==> src/rtl/timer_irq_ctrl.sv <==
// Priority interrupt controller: merges up to eight timer/peripheral IRQ lines onto one CPU
// interrupt with a request / acknowledge / end-of-interrupt handshake and a 4-word register window.
module timer_irq_ctrl #(
    parameter int N_SRC = 6
) (
    input  logic             CLK_I,
    input  logic             RST_I,
    input  logic [7:2]       ADD_I,
    input  logic             WE_I,
    input  logic [31:0]      DAT_I,
    output logic [31:0]      DAT_O,
    input  logic [N_SRC-1:0] HWINT_I,
    output logic             IRQ_O,
    output logic [2:0]       VEC_O,
    input  logic             ACK_I
);

    typedef enum logic [1:0] {
        IDLE = 2'b00,
        REQ  = 2'b01,
        SERV = 2'b10
    } state_t;

    state_t           state_q, state_d;
    logic [N_SRC-1:0] hw_q;
    logic [N_SRC-1:0] en_q;
    logic             ge_q;
    logic [N_SRC-1:0] trig_q;
    logic [N_SRC-1:0] pend_q, pend_d;
    logic [2:0]       isr_vec_q, isr_vec_d;
    logic             irq_q, irq_d;
    logic [2:0]       vec_q, vec_d;

    logic [N_SRC-1:0] edge_det, pend, active, w1c_clr, ack_clr;
    logic [2:0]       win;
    logic             wr_mask, wr_pend, wr_trig, wr_eoi;
    logic             unused_bits;

    assign unused_bits = ^{ADD_I[7:4], DAT_I};

    assign wr_mask = WE_I && (ADD_I[3:2] == 2'b00);
    assign wr_pend = WE_I && (ADD_I[3:2] == 2'b01);
    assign wr_trig = WE_I && (ADD_I[3:2] == 2'b10);
    assign wr_eoi  = WE_I && (ADD_I[3:2] == 2'b11);

    // pend_q only holds edge-triggered bits; level bits follow the registered line directly
    assign edge_det = HWINT_I & ~hw_q;
    assign pend     = (pend_q & trig_q) | (hw_q & ~trig_q);
    assign active   = ge_q ? (pend & en_q) : '0;
    assign w1c_clr  = wr_pend ? DAT_I[N_SRC-1:0] : '0;

    always_comb begin
        win = '0;
        for (int i = N_SRC - 1; i >= 0; i--) begin
            if (active[i]) win = 3'(i);
        end
    end

    always_comb begin
        state_d   = state_q;
        irq_d     = 1'b0;
        vec_d     = '0;
        isr_vec_d = isr_vec_q;
        ack_clr   = '0;
        case (state_q)
            IDLE: begin
                if (|active) begin
                    state_d = REQ;
                    irq_d   = 1'b1;
                    vec_d   = win;
                end
            end
            REQ: begin
                if (ACK_I) begin
                    state_d   = SERV;
                    isr_vec_d = vec_q;
                    for (int i = 0; i < N_SRC; i++) begin
                        if (vec_q == 3'(i)) ack_clr[i] = 1'b1;
                    end
                end else if (!(|active)) begin
                    state_d = IDLE;
                end else begin
                    irq_d = 1'b1;
                    vec_d = win;
                end
            end
            SERV: begin
                if (wr_eoi) begin
                    state_d   = IDLE;
                    isr_vec_d = '0;
                end
            end
            default: state_d = IDLE;
        endcase
    end

    // a new edge wins over a W1C or ACK clear landing in the same cycle
    assign pend_d = ((pend_q & ~(w1c_clr | ack_clr)) | edge_det) & trig_q;

    always_ff @(posedge CLK_I) begin
        if (!RST_I) begin
            state_q   <= IDLE;
            hw_q      <= '0;
            en_q      <= '0;
            ge_q      <= 1'b0;
            trig_q    <= '0;
            pend_q    <= '0;
            isr_vec_q <= '0;
            irq_q     <= 1'b0;
            vec_q     <= '0;
        end else begin
            state_q   <= state_d;
            hw_q      <= HWINT_I;
            pend_q    <= pend_d;
            isr_vec_q <= isr_vec_d;
            irq_q     <= irq_d;
            vec_q     <= vec_d;
            if (wr_mask) begin
                en_q <= DAT_I[N_SRC-1:0];
                ge_q <= DAT_I[31];
            end
            if (wr_trig) trig_q <= DAT_I[N_SRC-1:0];
        end
    end

    always_comb begin
        DAT_O = '0;
        if (RST_I) begin
            case (ADD_I[3:2])
                2'b00: begin
                    DAT_O[31]        = ge_q;
                    DAT_O[N_SRC-1:0] = en_q;
                end
                2'b01: DAT_O[N_SRC-1:0] = pend;
                2'b10: DAT_O[N_SRC-1:0] = trig_q;
                default: begin
                    DAT_O[31]  = (state_q == SERV);
                    DAT_O[9:8] = state_q;
                    DAT_O[2:0] = isr_vec_q;
                end
            endcase
        end
    end

    assign IRQ_O = irq_q;
    assign VEC_O = vec_q;

endmodule

==> config.mk <==
export PLATFORM = sky130hd
export DESIGN_NAME = timer_irq_ctrl
export DESIGN_NICKNAME = d
export VERILOG_FILES = /design/src/rtl/timer_irq_ctrl.sv
export SDC_FILE = /design/constraint.sdc
export NUM_CORES = 1
export LEC_CHECK = 0
export CAP_MARGIN = 20
export CORE_ASPECT_RATIO = 0.5
export CORE_MARGIN = 2
export CORE_UTILIZATION = 42
export CTS_CLUSTER_DIAMETER = 80
export DETAILED_ROUTE_END_ITERATION = 6
export PLACE_DENSITY = 0.8
export SYNTH_ARGS = -nofsm -noshare
export SYNTH_HDL_FRONTEND = slang
export SYNTH_SLANG_ARGS = --single-unit
==> constraint.sdc <==
create_clock -name CLK_I -period 2.4 [get_ports CLK_I]
set_clock_uncertainty 0.15 [all_clocks]
set_input_delay 0.36 -clock CLK_I [delete_from_list [all_inputs] [get_ports CLK_I]]
set_output_delay 0.36 -clock CLK_I [all_outputs]
set_load 0.02 [all_outputs]
; ---- Word level (Yosys, flattened, before mapping)
; Index checks and enable logic that the tools add are counted.
[op_classes]
n_reduce_logical = 13
n_bitwise = 12
n_eq_ne = 14
muxes = 37
[op_table]
columns = cell, count
row1 = bitwise AND 6 bit, 6
row2 = 2-to-1 mux 3 bit, 10
row3 = 2-to-1 mux 6 bit, 5
row4 = inverter 6 bit, 3
row5 = bitwise OR 6 bit, 3
row6 = case mux 3 bit (3 select lines), 2
row7 = 2-to-1 mux 2 bit, 6
row8 = case mux 3 bit (2 select lines), 2
row9 = 2-to-1 mux 1 bit, 9
row10 = "equality test 2 bit, second input constant", 3
row11 = "equality test 3 x 2 -> 1 bit, second input constant", 2
row12 = "equality test 3 bit, second input constant", 2
row13 = "!= test 2 bit, second input constant", 3
row14 = case mux 2 bit (3 select lines), 1
row15 = AND reduction 3 bit, 2
row16 = OR reduction 6 bit, 1
row17 = "equality test 2 x 1 -> 1 bit, second input constant", 2
row18 = logical AND 1 bit, 4
row19 = logical NOT 2 bit, 2
row20 = case mux 1 bit (2 select lines), 2
row21 = "equality test 3 x 1 -> 1 bit, second input constant", 1
row22 = logical NOT 3 bit, 1
row23 = "!= test 3 bit, second input constant", 1
row24 = OR reduction 3 bit, 1
row25 = 2 further kinds, 2
[totals]
out_inout_bits = 36
input_bits = 48
regBits = 34

; ---- Logic depth before layout (Yosys ltp)
; Gate-level depths: netlist (run 1).
[logic_depth]
word_depth = 14
depth_mapped = 6
mapped_depth_nobuf = 4

; ---- Worst setup path before layout (run 1)
; No wires, ideal clock.
[synth_path]
path_kind = input-to-output
from = in ADD_I[2] (netlist bit)
to = out DAT_O[0]
path_slack_ps = 511
required_ps = 1890
stages = 6
arrival_time_ps = 1379
path_cell_list = buf_2 > buf_2 > nor2_1 > a31oi_1 > o221ai_1 > a21oi_1
[synth_between]
elab_chain_cells = 3
elab_cells_between_ends = 5
classes_between = eq/ne (2) / mux (2) / reduce/logical (1)
[synth_lines]
columns = item, line
row1 = start: declaration, 8  ; input logic [7:2] ADD_I,
row2 = equality test 2 bit (tied with other cells), 129  ; case (ADD_I[3:2])
row3 = case mux 3 bit (3 select lines) *, 129
row4 = 2-to-1 mux 6 bit *, 128  ; if (RST_I) begin
row5 = end: declaration, 11  ; output logic [31:0] DAT_O,
; Every way passes the cells marked *; elsewhere a longest branch is shown, timed or not.

; ---- Final worst setup path (run 1)
[layout_path]
from = in ADD_I[3] (netlist bit)
to = out DAT_O[31]
[layout_between]
elab_chain_cells = 4
elab_cells_between_ends = 6
classes_between = eq/ne (2) / mux (2) / reduce/logical (2)
[layout_lines]
columns = item, line
row1 = equality test 2 x 1 -> 1 bit / equality test 2 bit (equally long branches), 129
row2 = OR reduction 2 bit (no source line), n/a
row3 = case mux 1 bit (2 select lines) *, 129
row4 = 2-to-1 mux 1 bit *, 128
; Marked as above.

==> flow_summary.toml, run 1 <==
[logic_synthesis]
avgSynthCellArea_sq_um = 7.93
postSynthRegisterBits = 34
synth_simple_gate_area_share = 0.265
synth_area_leader_cell = "dfxtp_1"
dominantRegCellSynth = "dfxtp_1"
synth_top_family_by_area = "simple AND/OR/NAND/NOR gates"
yosys_warnings = 0
cell_count_after_synthesis = 245
xor_xnor_fraction_of_synth_area = 0
synth_top_cells_by_area = "dfxtp_1 (35%), buf_4 (8.9%), mux2i_1 (6.7%)"
synthAdderAreaFrac = 0
number_of_synthesized_flops_with_an_enable_pin = 0
share_of_cell_area_taken_by_muxes_after_synthesis = 0.0670
yosysTopAreaCellShare = 0.350
synth.cell_area_sq_um = 1940
postSynth.asyncResetShare = 0
seq_area_frac_synth = 0.350
synth_compound_gate_area_share = 0.158
synthDistinctLibCells = 38

[global_route]
grt_pass1_wl_um = 7430
gr-total-overflow = 0
via_count_of_the_first_global_routing_pass = 1605
grt_start_max_net_pins = 14
global_route.usage.total = 0.188
initial_antenna_violation_count = 0

[route]
wl_per_cell_um = 13.5
routed-via-count = 1759
finalWirelength_um = 4660
drt.antenna.violating_nets = 0
detailedRoute.firstIterationViolations = 104
post-route-drc-count = 0
vias_per_cell = 5.10
dr_pass1_iterations = 4

[setup_path]
critical_path.max_stage_delay_ns = 0.52
cp.arrival_ns = 1.82
critPathLaunch = "ADD_I[3]"
crit_fanout = 8
ff2ff_setup_slack_ns = 0.77
worstSetupEndpointType = "output pin"
crit_required_ns = 1.89
critical-path-slowest-cell = "clkdlybuf4s50_1"
crit_chain = "clkdlybuf4s50_1 -> buf_4 -> nand2_1 -> o21ai_0 -> and2_1 -> clkdlybuf4s15_1"
worst_r2r_path_depth = 4
startpoint_types = "input port"
critical_path_class = "input port to output pin"
rr_startpoint = "state_q[0]"
r2r_end = "pend_q[2]"

[worst_hold_path]
worstHoldEndpoint = "pend_q[4]"
timing.hold.worst_path_depth = 1
min_from = "hw_q[4]"
timing.hold.worst.class = "flip-flop to flip-flop"

[cells_and_area]
post_route_cells_drive_above_1_share = 0.104
antenna_diodes = 0
num-fill-cells = 390
fin_nets = 335
multi_input_area_sq_um = 1050
instances_no_fill = 345
area_growth_from_synthesis_to_layout_pct = 25.0
finalInstanceArea_sq_um = 2430
ff_latch_area_sq_um = 681

[floorplanning]
core_region_area_sq_um = 4420
design.die.area_sq_um = 5220
chipHeight_um = 52.1
die_w_um = 100
num_rows = 17
start_util = 0.439
io-pin-count = 84

[placed_design]
routabilityCongestion = 0.871
dpl_cell_area_sq_um = 2340
placedCellCount = 337
placement.io_buffers = 31
post-dp-hpwl_um = 3510

[sta]
pins_over_their_slew_limit = 0
relSlewSlack = 0.658
period_minus_slack_ns = 2.33
hold-worst-slack_ns = 0.290
rsz_0062_raised_after_global_routing = "no"
worst_slew_pin_slew_ns = 0.506
fmax_mhz = 430
final-hold-violation-count = 0
setup_viol_count_final = 0
fin_crit_sh = 0.970

[run_status]
status = "completed"

[pwr]
power_density_nw_per_um2 = 506
total_leakage_power_uw = 0.00101
power.ir.vdd_worst_v = 0.000184

[clock_network]
numCtsBuffers = 5
clkTransAtPathRegs_ns = 0.07
ctsHoldBuffers = 0
h-tree-depth = 2
clock_sinks = 34
cts.repair_timing.setup_buffer_count = 0
tritoncts = "yes"
cts_root_buf = "clkbuf_8"
cts-root-to-sink-buffers = 2
clock_insertion_delay_worst_skew_ns = 0.29

[run]
drv.max_cap_violation_count = 0
==> power by group <==
| group | internal [uW] | switching, uW | total (uW) |
|---|---|---|---|
| logic | 86.6 | 109 | 196 |
| registers | 578 | 13.1 | 591 |
| clock network | 231 | 210 | 442 |
==> Yosys cell counts (all sizes together) (3+ instances only) <==
master and number:
o22ai 4, nor2b 14, nand2 25, a31oi 5
buf 28, a21boi 6, clkbuf 8, o32ai 3
nand3 13, mux2i 13, dfxtp 34, and2 13
a21oi 7, o221ai 3, inv 21, nand2b 3
o21ai 8, nor2 13
==> routing by layer <==
metal | share of wire | routed length [um] | vias up | global-route usage
met5 | 0 | 0 | - | 0
met4 | 0.020 | 91 | 0 | 0.0845
met3 | 0.063 | 295 | 10 | 0.0470
met2 | 0.46 | 2160 | 72 | 0.317
met1 | 0.45 | 2110 | 804 | 0.231
li1 | - | - | 873 | -
==> logic make-up after synthesis <==
group | after synthesis
simple gates | 95
buf+inv | 57
compound gates | 45
flops | 34
mux | 13
other cells | 1
==> how the worst max path moves through the flow <==
stage and to:
2_1_floorplan DAT_O[0], 3_3_place_gp DAT_O[2], 3_5_place_dp DAT_O[4], 4_1_cts DAT_O[31]
5_1_grt DAT_O[31], 6_report DAT_O[31]
==> per-stage QoR <==
step | power (uW) | setup TNS [ns] | utilization | setup WS, ns
6_report | 1230 | 0 | 0.549 | 0.0725
5_1_grt | 1270 | 0 | 0.549 | 0.00690
4_1_cts | 1230 | 0 | 0.548 | 0.0122
3_5_place_dp | 798 | -1.99 | 0.529 | -0.299
3_3_place_gp | 795 | -1.97 | 0.529 | -0.305
2_1_floorplan | 740 | 0 | - | 0.511
==> state kept, by name, indices dropped and copies added, names as in the netlist <==
| register | flops |
|---|---|
| trig_q | 6 |
| hw_q | 6 |
| en_q | 6 |
| pend_q | 6 |
| IRQ_O | 1 |
| VEC_O | 3 |
| isr_vec_q | 3 |
| state_q | 2 |
| ge_q | 1 |
==> cells in the final DEF (no fill, tap or decap), types with 5 or more instances in the layout <==
cell type / synthesis / layout
a21boi_1: 6 / 6
a21oi_1: 7 / 7
a31oi_1: 5 / 5
and2_1: 13 / 13
buf_4: 23 / 16
clkbuf_8: 0 / 6
clkdlybuf4s50_1: 0 / 21
conb_1: 1 / 23
dfxtp_1: 34 / 34
inv_1: 21 / 21
mux2i_1: 13 / 13
nand2_1: 25 / 25
nand3_1: 13 / 13
nor2_1: 13 / 13
nor2b_1: 14 / 12
==> critical path: cells and delay by family <==
family                 cells  cell delay (ns)
AND/OR/NAND/NOR            2             0.26
buffers and inverters      3             1.00
AO/OA/AOI/OAI              1             0.20
==> what timing repair did <==
action                                  in CTS  in global routing
endpoints found under the hold margin        0                  0
endpoints found under the setup margin       9                  7
gates resized for setup                     13                  8
==> final cells by class <==
cell class                      instances  share of cell area
Sequential cell                        34               0.280
Inverter                               21              0.0325
Timing Repair Buffer                   49               0.189
Multi-Input combinational cell        176               0.432
Tap cell                               57              0.0294
Clock buffer                            7              0.0355
Clock inverter                          1             0.00206
Power figures use the tool's default switching activity.
==> run 2: changes to the inputs <==
GPL_ROUTABILITY_DRIVEN = 0   (was unset)
==> results of run 2 <==
The final DEF is identical to that of run 1; final timing and power are the same.
